--- config.mk ---
export PLATFORM = sky130hd
export DESIGN_NAME = mem_arbiter
export DESIGN_NICKNAME = d
export VERILOG_FILES = /design/src/rtl/mem_arbiter_pkg.sv /design/src/rtl/mem_arbiter.sv
export SDC_FILE = /design/constraint.sdc
export NUM_CORES = 1
export LEC_CHECK = 0
export CORE_ASPECT_RATIO = 0.5
export CORE_UTILIZATION = 35
export CTS_CLUSTER_DIAMETER = 80
export DETAILED_ROUTE_END_ITERATION = 6
export PLACE_DENSITY = 0.66
export SETUP_SLACK_MARGIN = 0.15
export SLEW_MARGIN = 20
export SYNTH_ARGS = -nofsm -noshare
export SYNTH_HDL_FRONTEND = slang
export SYNTH_SLANG_ARGS = --single-unit
--- constraint.sdc ---
create_clock -name clk -period 1.95 [get_ports clk]
set_input_delay 0.39 -clock clk [delete_from_list [all_inputs] [get_ports clk]]
set_output_delay 0.39 -clock clk [all_outputs]
set_load 0.01 [all_outputs]
--- src/rtl/mem_arbiter_pkg.sv ---
// Shared types and constants for the two-requester memory arbiter.
// Owner encoding is chosen so the reset value of the last-owner flag gives data first priority.
package mem_arbiter_pkg;

  localparam int DEFAULT_DATA_SIZE    = 32;
  localparam int DEFAULT_ADDRESS_SIZE = 16;
  localparam int WAIT_CNT_W           = 4;

  typedef enum logic [1:0] {
    ST_IDLE   = 2'd0,
    ST_ACCESS = 2'd1,
    ST_RESP   = 2'd2
  } arb_state_e;

  typedef enum logic {
    OWNER_FETCH = 1'b0,
    OWNER_DATA  = 1'b1
  } owner_e;

endpackage

--- src/rtl/mem_arbiter.sv ---
// Single-port RAM arbiter between instruction fetch and load/store requesters.
// Optional macro MEM_ARBITER_ROUND_ROBIN_EN alternates the winner of simultaneous requests.
module mem_arbiter
  import mem_arbiter_pkg::*;
#(
  parameter int DATA_SIZE    = DEFAULT_DATA_SIZE,
  parameter int ADDRESS_SIZE = DEFAULT_ADDRESS_SIZE,
  parameter int WAIT_CYCLES  = 0
) (
  input  logic                    clk,
  input  logic                    reset_n,
  input  logic                    fetch_req,
  input  logic [ADDRESS_SIZE-1:0] fetch_address,
  output logic                    fetch_ready,
  output logic [DATA_SIZE-1:0]    fetch_data,
  input  logic                    data_req,
  input  logic                    data_read_write,
  input  logic [ADDRESS_SIZE-1:0] data_address,
  input  logic [DATA_SIZE-1:0]    data_wdata,
  output logic                    data_ready,
  output logic [DATA_SIZE-1:0]    data_rdata,
  output logic                    ram_enable,
  output logic                    ram_read_write,
  output logic [ADDRESS_SIZE-1:0] ram_address,
  output logic [DATA_SIZE-1:0]    ram_data_out,
  input  logic [DATA_SIZE-1:0]    ram_data_in,
  output logic                    busy
);

  arb_state_e              state_q, state_d;
  logic [WAIT_CNT_W-1:0]   cnt_q, cnt_d;
  owner_e                  owner_q, owner_d;
  logic [ADDRESS_SIZE-1:0] addr_q, addr_d;
  logic                    rw_q, rw_d;
  logic [DATA_SIZE-1:0]    wdata_q, wdata_d;
  logic [DATA_SIZE-1:0]    fetch_data_q, fetch_data_d;
  logic [DATA_SIZE-1:0]    data_rdata_q, data_rdata_d;
  logic                    fetch_ready_q, fetch_ready_d;
  logic                    data_ready_q, data_ready_d;
  logic                    ram_enable_q, ram_enable_d;
  logic                    busy_q, busy_d;
  logic                    grant_data_s;

`ifdef MEM_ARBITER_ROUND_ROBIN_EN
  owner_e                  last_owner_q, last_owner_d;

  // Winner selection: on a conflict the side that lost the previous conflict wins.
  always_comb begin
    grant_data_s = data_req;
    last_owner_d = last_owner_q;
    if ((state_q == ST_IDLE) && fetch_req && data_req) begin
      grant_data_s = (last_owner_q == OWNER_FETCH);
      last_owner_d = (last_owner_q == OWNER_FETCH) ? OWNER_DATA : OWNER_FETCH;
    end else begin
      grant_data_s = data_req;
    end
  end

  // Conflict history register.
  always_ff @(posedge clk) begin
    if (!reset_n) begin
      last_owner_q <= OWNER_FETCH;
    end else begin
      last_owner_q <= last_owner_d;
    end
  end
`else
  // Winner selection: data has fixed priority over fetch.
  always_comb begin
    grant_data_s = data_req;
  end
`endif

  // Next-state, latching and capture logic; registered outputs follow the next state.
  always_comb begin
    state_d      = state_q;
    cnt_d        = cnt_q;
    owner_d      = owner_q;
    addr_d       = addr_q;
    rw_d         = rw_q;
    wdata_d      = wdata_q;
    fetch_data_d = fetch_data_q;
    data_rdata_d = data_rdata_q;
    case (state_q)
      ST_IDLE: begin
        if (fetch_req || data_req) begin
          state_d = ST_ACCESS;
          cnt_d   = WAIT_CNT_W'(WAIT_CYCLES);
          if (grant_data_s) begin
            owner_d = OWNER_DATA;
            addr_d  = data_address;
            rw_d    = data_read_write;
            wdata_d = data_wdata;
          end else begin
            owner_d = OWNER_FETCH;
            addr_d  = fetch_address;
            rw_d    = 1'b1;
          end
        end else begin
          state_d = ST_IDLE;
        end
      end
      ST_ACCESS: begin
        if (cnt_q == {WAIT_CNT_W{1'b0}}) begin
          state_d = ST_RESP;
          if (owner_q == OWNER_FETCH) begin
            fetch_data_d = ram_data_in;
          end else if (rw_q) begin
            data_rdata_d = ram_data_in;
          end else begin
            data_rdata_d = data_rdata_q;
          end
        end else begin
          cnt_d = cnt_q - WAIT_CNT_W'(1);
        end
      end
      ST_RESP: begin
        state_d = ST_IDLE;
      end
      default: begin
        state_d = ST_IDLE;
      end
    endcase
    ram_enable_d  = (state_d == ST_ACCESS);
    busy_d        = (state_d != ST_IDLE);
    fetch_ready_d = (state_d == ST_RESP) && (owner_d == OWNER_FETCH);
    data_ready_d  = (state_d == ST_RESP) && (owner_d == OWNER_DATA);
  end

  // State and output registers.
  always_ff @(posedge clk) begin
    if (!reset_n) begin
      state_q       <= ST_IDLE;
      cnt_q         <= {WAIT_CNT_W{1'b0}};
      owner_q       <= OWNER_FETCH;
      addr_q        <= {ADDRESS_SIZE{1'b0}};
      rw_q          <= 1'b1;
      wdata_q       <= {DATA_SIZE{1'b0}};
      fetch_data_q  <= {DATA_SIZE{1'b0}};
      data_rdata_q  <= {DATA_SIZE{1'b0}};
      fetch_ready_q <= 1'b0;
      data_ready_q  <= 1'b0;
      ram_enable_q  <= 1'b0;
      busy_q        <= 1'b0;
    end else begin
      state_q       <= state_d;
      cnt_q         <= cnt_d;
      owner_q       <= owner_d;
      addr_q        <= addr_d;
      rw_q          <= rw_d;
      wdata_q       <= wdata_d;
      fetch_data_q  <= fetch_data_d;
      data_rdata_q  <= data_rdata_d;
      fetch_ready_q <= fetch_ready_d;
      data_ready_q  <= data_ready_d;
      ram_enable_q  <= ram_enable_d;
      busy_q        <= busy_d;
    end
  end

  assign fetch_ready    = fetch_ready_q;
  assign fetch_data     = fetch_data_q;
  assign data_ready     = data_ready_q;
  assign data_rdata     = data_rdata_q;
  assign ram_enable     = ram_enable_q;
  assign ram_read_write = rw_q;
  assign ram_address    = addr_q;
  assign ram_data_out   = wdata_q;
  assign busy           = busy_q;

endmodule
==> results.sh <==
export IMPL_status="finished clean"
export IMPL_synth_seq_cells=124
export IMPL_r2r_end="data_rdata[30]"
export IMPL_yosysSeqAreaShare=0.508
export IMPL_rsz0062_at_grt="yes"
export IMPL_crit_chain="inv_2 -> ha_4 -> or3b_4 -> nor3_4 -> buf_6 -> clkbuf_16 -> mux2i_1"
export IMPL_setup_ws_ns=0.149
export IMPL_grt_pass1_wl_um=20300
export IMPL_worst_r2r_setup_slack_ns=0.15
export IMPL_clk_pin_slew_worst_paths_ns=0.05
export IMPL_path_depth=7
export IMPL_r2r_cells=7
export IMPL_hold_viol=0
export IMPL_required_ns=2.28
export IMPL_io_pins=218
export IMPL_n_fill_cell=1199
export IMPL_yosysWarnings=0
export IMPL_multiInputGateArea_sq_um=2210
export IMPL_core_area_sq_um=13600
export IMPL_holdCritPathClass="in2reg"
export IMPL_cp_end_kind="flip-flop"
export IMPL_cp_endpoint="data_rdata[30]"
export IMPL_hold_depth=3
export IMPL_crit_buf_inv=3
export IMPL_setup_violations_final=0
export IMPL_detail_route_antenna_nets=0
export IMPL_tightest_slew_ns=0.518
export IMPL_cts_sinks=124
export IMPL_antenna_cells=0
export IMPL_vias=4246
export IMPL_grt_pass1_vias=3935
export IMPL_max_stage_delay_ns=0.42
export IMPL_netlist_area_sq_um=4890
export IMPL_critPathLaunch="cnt_q[0]"
export IMPL_slew_headroom=0.654
export IMPL_synthCells=511
export IMPL_fin_crit_ns=1.80
export IMPL_finalPower_mw=7.36
export IMPL_max_freq_mhz=555
export IMPL_antenna_found_initial=0
export IMPL_r2r_start="cnt_q[0]"
export IMPL_register_area_sq_um=2480
export IMPL_drive_gt1_frac=0.0952
export IMPL_cts_tree="built"
export IMPL_yosysUniqueCellTypes=34
export IMPL_leakagePower_nw=3.17
export IMPL_drt_initial_drc_count=198
export IMPL_skew_ns=0.00778
export IMPL_grt_max_degree=118
export IMPL_placed_cells=895
export IMPL_area_growth_pct=66.3
export IMPL_hpwl_um=8610
export IMPL_row_count=30
export IMPL_slew_violations=0
export IMPL_via_per_inst=4.53
export IMPL_htreeDepth=4
export IMPL_arrival_ns=2.13
export IMPL_grt_ovfl_total=0
export IMPL_routed_wl_um=13700
export IMPL_initial_core_util=0.360
export IMPL_clock_path_buffers=2
export IMPL_maxCapViolCount=0
export IMPL_layout_cells_non_filler=938
export IMPL_critical_path_top_delay_family="simple AND/OR/NAND/NOR gates"
export IMPL_dieWidth_um=169
export IMPL_post_drt_wl_per_cell_um=14.6
export IMPL_peakVddDrop_mv=0.594
export IMPL_async_reset_ff_frac=0
export IMPL_ys_flop_type="dfxtp_1"
export IMPL_dr_pass1_iters=4
export IMPL_clk_latency_ns=0.41
export IMPL_syn_mean_instance_area_sq_um=9.56
export IMPL_die_h_um=85.5
export IMPL_hold_ws_ns=0.411
export IMPL_cts_made_buffers=17
export IMPL_tns_ns=0
export IMPL_die_area_sq_um=14500
export IMPL_cellPowerDensity_nw_per_um2=906
export IMPL_critical_path_class="reg2reg"
export IMPL_drc=0
export IMPL_layout_nets=835
export IMPL_portBuffers=217
export IMPL_start_kind="flip-flop"
export IMPL_dpl_worst_slack_ns=-0.0386
export IMPL_synth_edf_count=0
export IMPL_grt_usage=0.181
export IMPL_synth_nets=613
export IMPL_globalplace_congestion=0.709
export IMPL_worst_path_max_delay_cell="or3b_4"
export IMPL_worstPathMaxFanout=8
export IMPL_period_share=0.924
export IMPL_root_buffer="clkbuf_16"
-- routing by layer --
metal  vias up  wire length, um  global-route usage
met5         -                0                   0
met3        11              624              0.0457
met2        98             6680               0.307
met4         0              147              0.0696
met1      1969             6200               0.224
li1       2168                -                   -
-- Yosys cell counts (2+ instances only) --
cell type,count,area [sq um]
dfxtp_1,124,2480
mux2i_1,80,801
or3_1,2,12.5
or2_2,2,12.5
o21a_1,2,15.0
buf_2,6,30.0
buf_6,3,33.8
nor2_1,5,18.8
or4_1,2,15.0
or3b_2,2,17.5
a21oi_1,4,20.0
nand3_1,16,80.1
inv_1,3,11.3
o211a_1,16,160
o21ai_0,4,20.0
clkbuf_1,24,90.1
buf_8,3,45.0
a21boi_0,34,255
nand2_1,163,612
nor3_4,2,32.5
-- area by class of cell --
type / count / share of cell area
Clock inverter: 12 / 0.0231
Tap cell: 192 / 0.0296
Sequential cell: 124 / 0.306
Timing Repair Buffer: 240 / 0.312
Inverter: 3 / 0.00139
Clock buffer: 20 / 0.0562
Multi-Input combinational cell: 347 / 0.272
-- worst min-delay path, cell delays in order --
cell and delay [ns]:
buf_4 0.13, or4b_2 0.20, o31ai_1 0.05
-- flip-flops by register name, summed over array words and instances (netlist names) --
register and flops:
data_rdata 32, busy 1, ram_data_out 32, fetch_ready 1
ram_enable 1, fetch_data 32, ram_address 16, owner_q 1
ram_read_write 1, state_q 2, data_ready 1, cnt_q 4
-- cell usage in the layout, fill, tap and decap left out, types with 4 or more instances in the layout --
cell type          n
mux2i_1           80
nand3_1           16
buf_12             5
clkdlybuf4s50_1  215
clkbuf_16         21
o21ai_0            4
a21oi_1            4
buf_4              9
a21boi_0          34
buf_6              4
nand2_1          163
nor2_1             5
bufinv_16          4
dfxtp_1          122
clkinv_4           5
o211a_1           16
-- per-stage QoR --
| step | utilization | cell area, sq um |
|---|---|---|
| after detailed placement | 0.534 | 7250 |
| after global placement | 0.534 | 7250 |
| final | 0.598 | 8130 |
| after CTS | 0.587 | 7980 |
| after floorplan | - | 4890 |
| after global routing | 0.598 | 8130 |
-- power breakdown --
group	internal (mW)	total, mW	switching (mW)	leakage (nW)
clock	2.22	3.40	1.18	0.307
combinational	0.688	1.18	0.490	1.85
sequential	2.70	2.79	0.0871	1.01
total	5.61	7.36	1.75	3.17
-- how the worst min path moves through the flow --
stage                              start              to  slack (ns)
after floorplan                 cnt_q[0]        cnt_q[0]        0.45
after global placement    fetch_data[18]  fetch_data[18]        0.44
after detailed placement  data_rdata[19]  data_rdata[19]        0.45
after CTS                        reset_n        cnt_q[0]        0.40
after global routing             reset_n        cnt_q[0]        0.41
final                            reset_n        cnt_q[0]        0.41
-- logic make-up after synthesis --
kind of cell | count (synthesis) | synth area share
buf+inv | 40 | 0.0438
mux | 80 | 0.164
flops | 124 | 0.508
simple gates | 204 | 0.182
compound gates | 62 | 0.0996
fa+ha+maj | 1 | 0.00256
-- repair_timing --
action | in CTS | in global routing
resized for setup | 1 | 13
cloned | 2 | 4
pin swaps | 1 | 2
endpoints found under the setup margin | 61 | 66
endpoints found under the hold margin | 0 | 0
buffers inserted | 3 | 2
hold buffers | 0 | 0
Power figures use the tool's default switching activity.
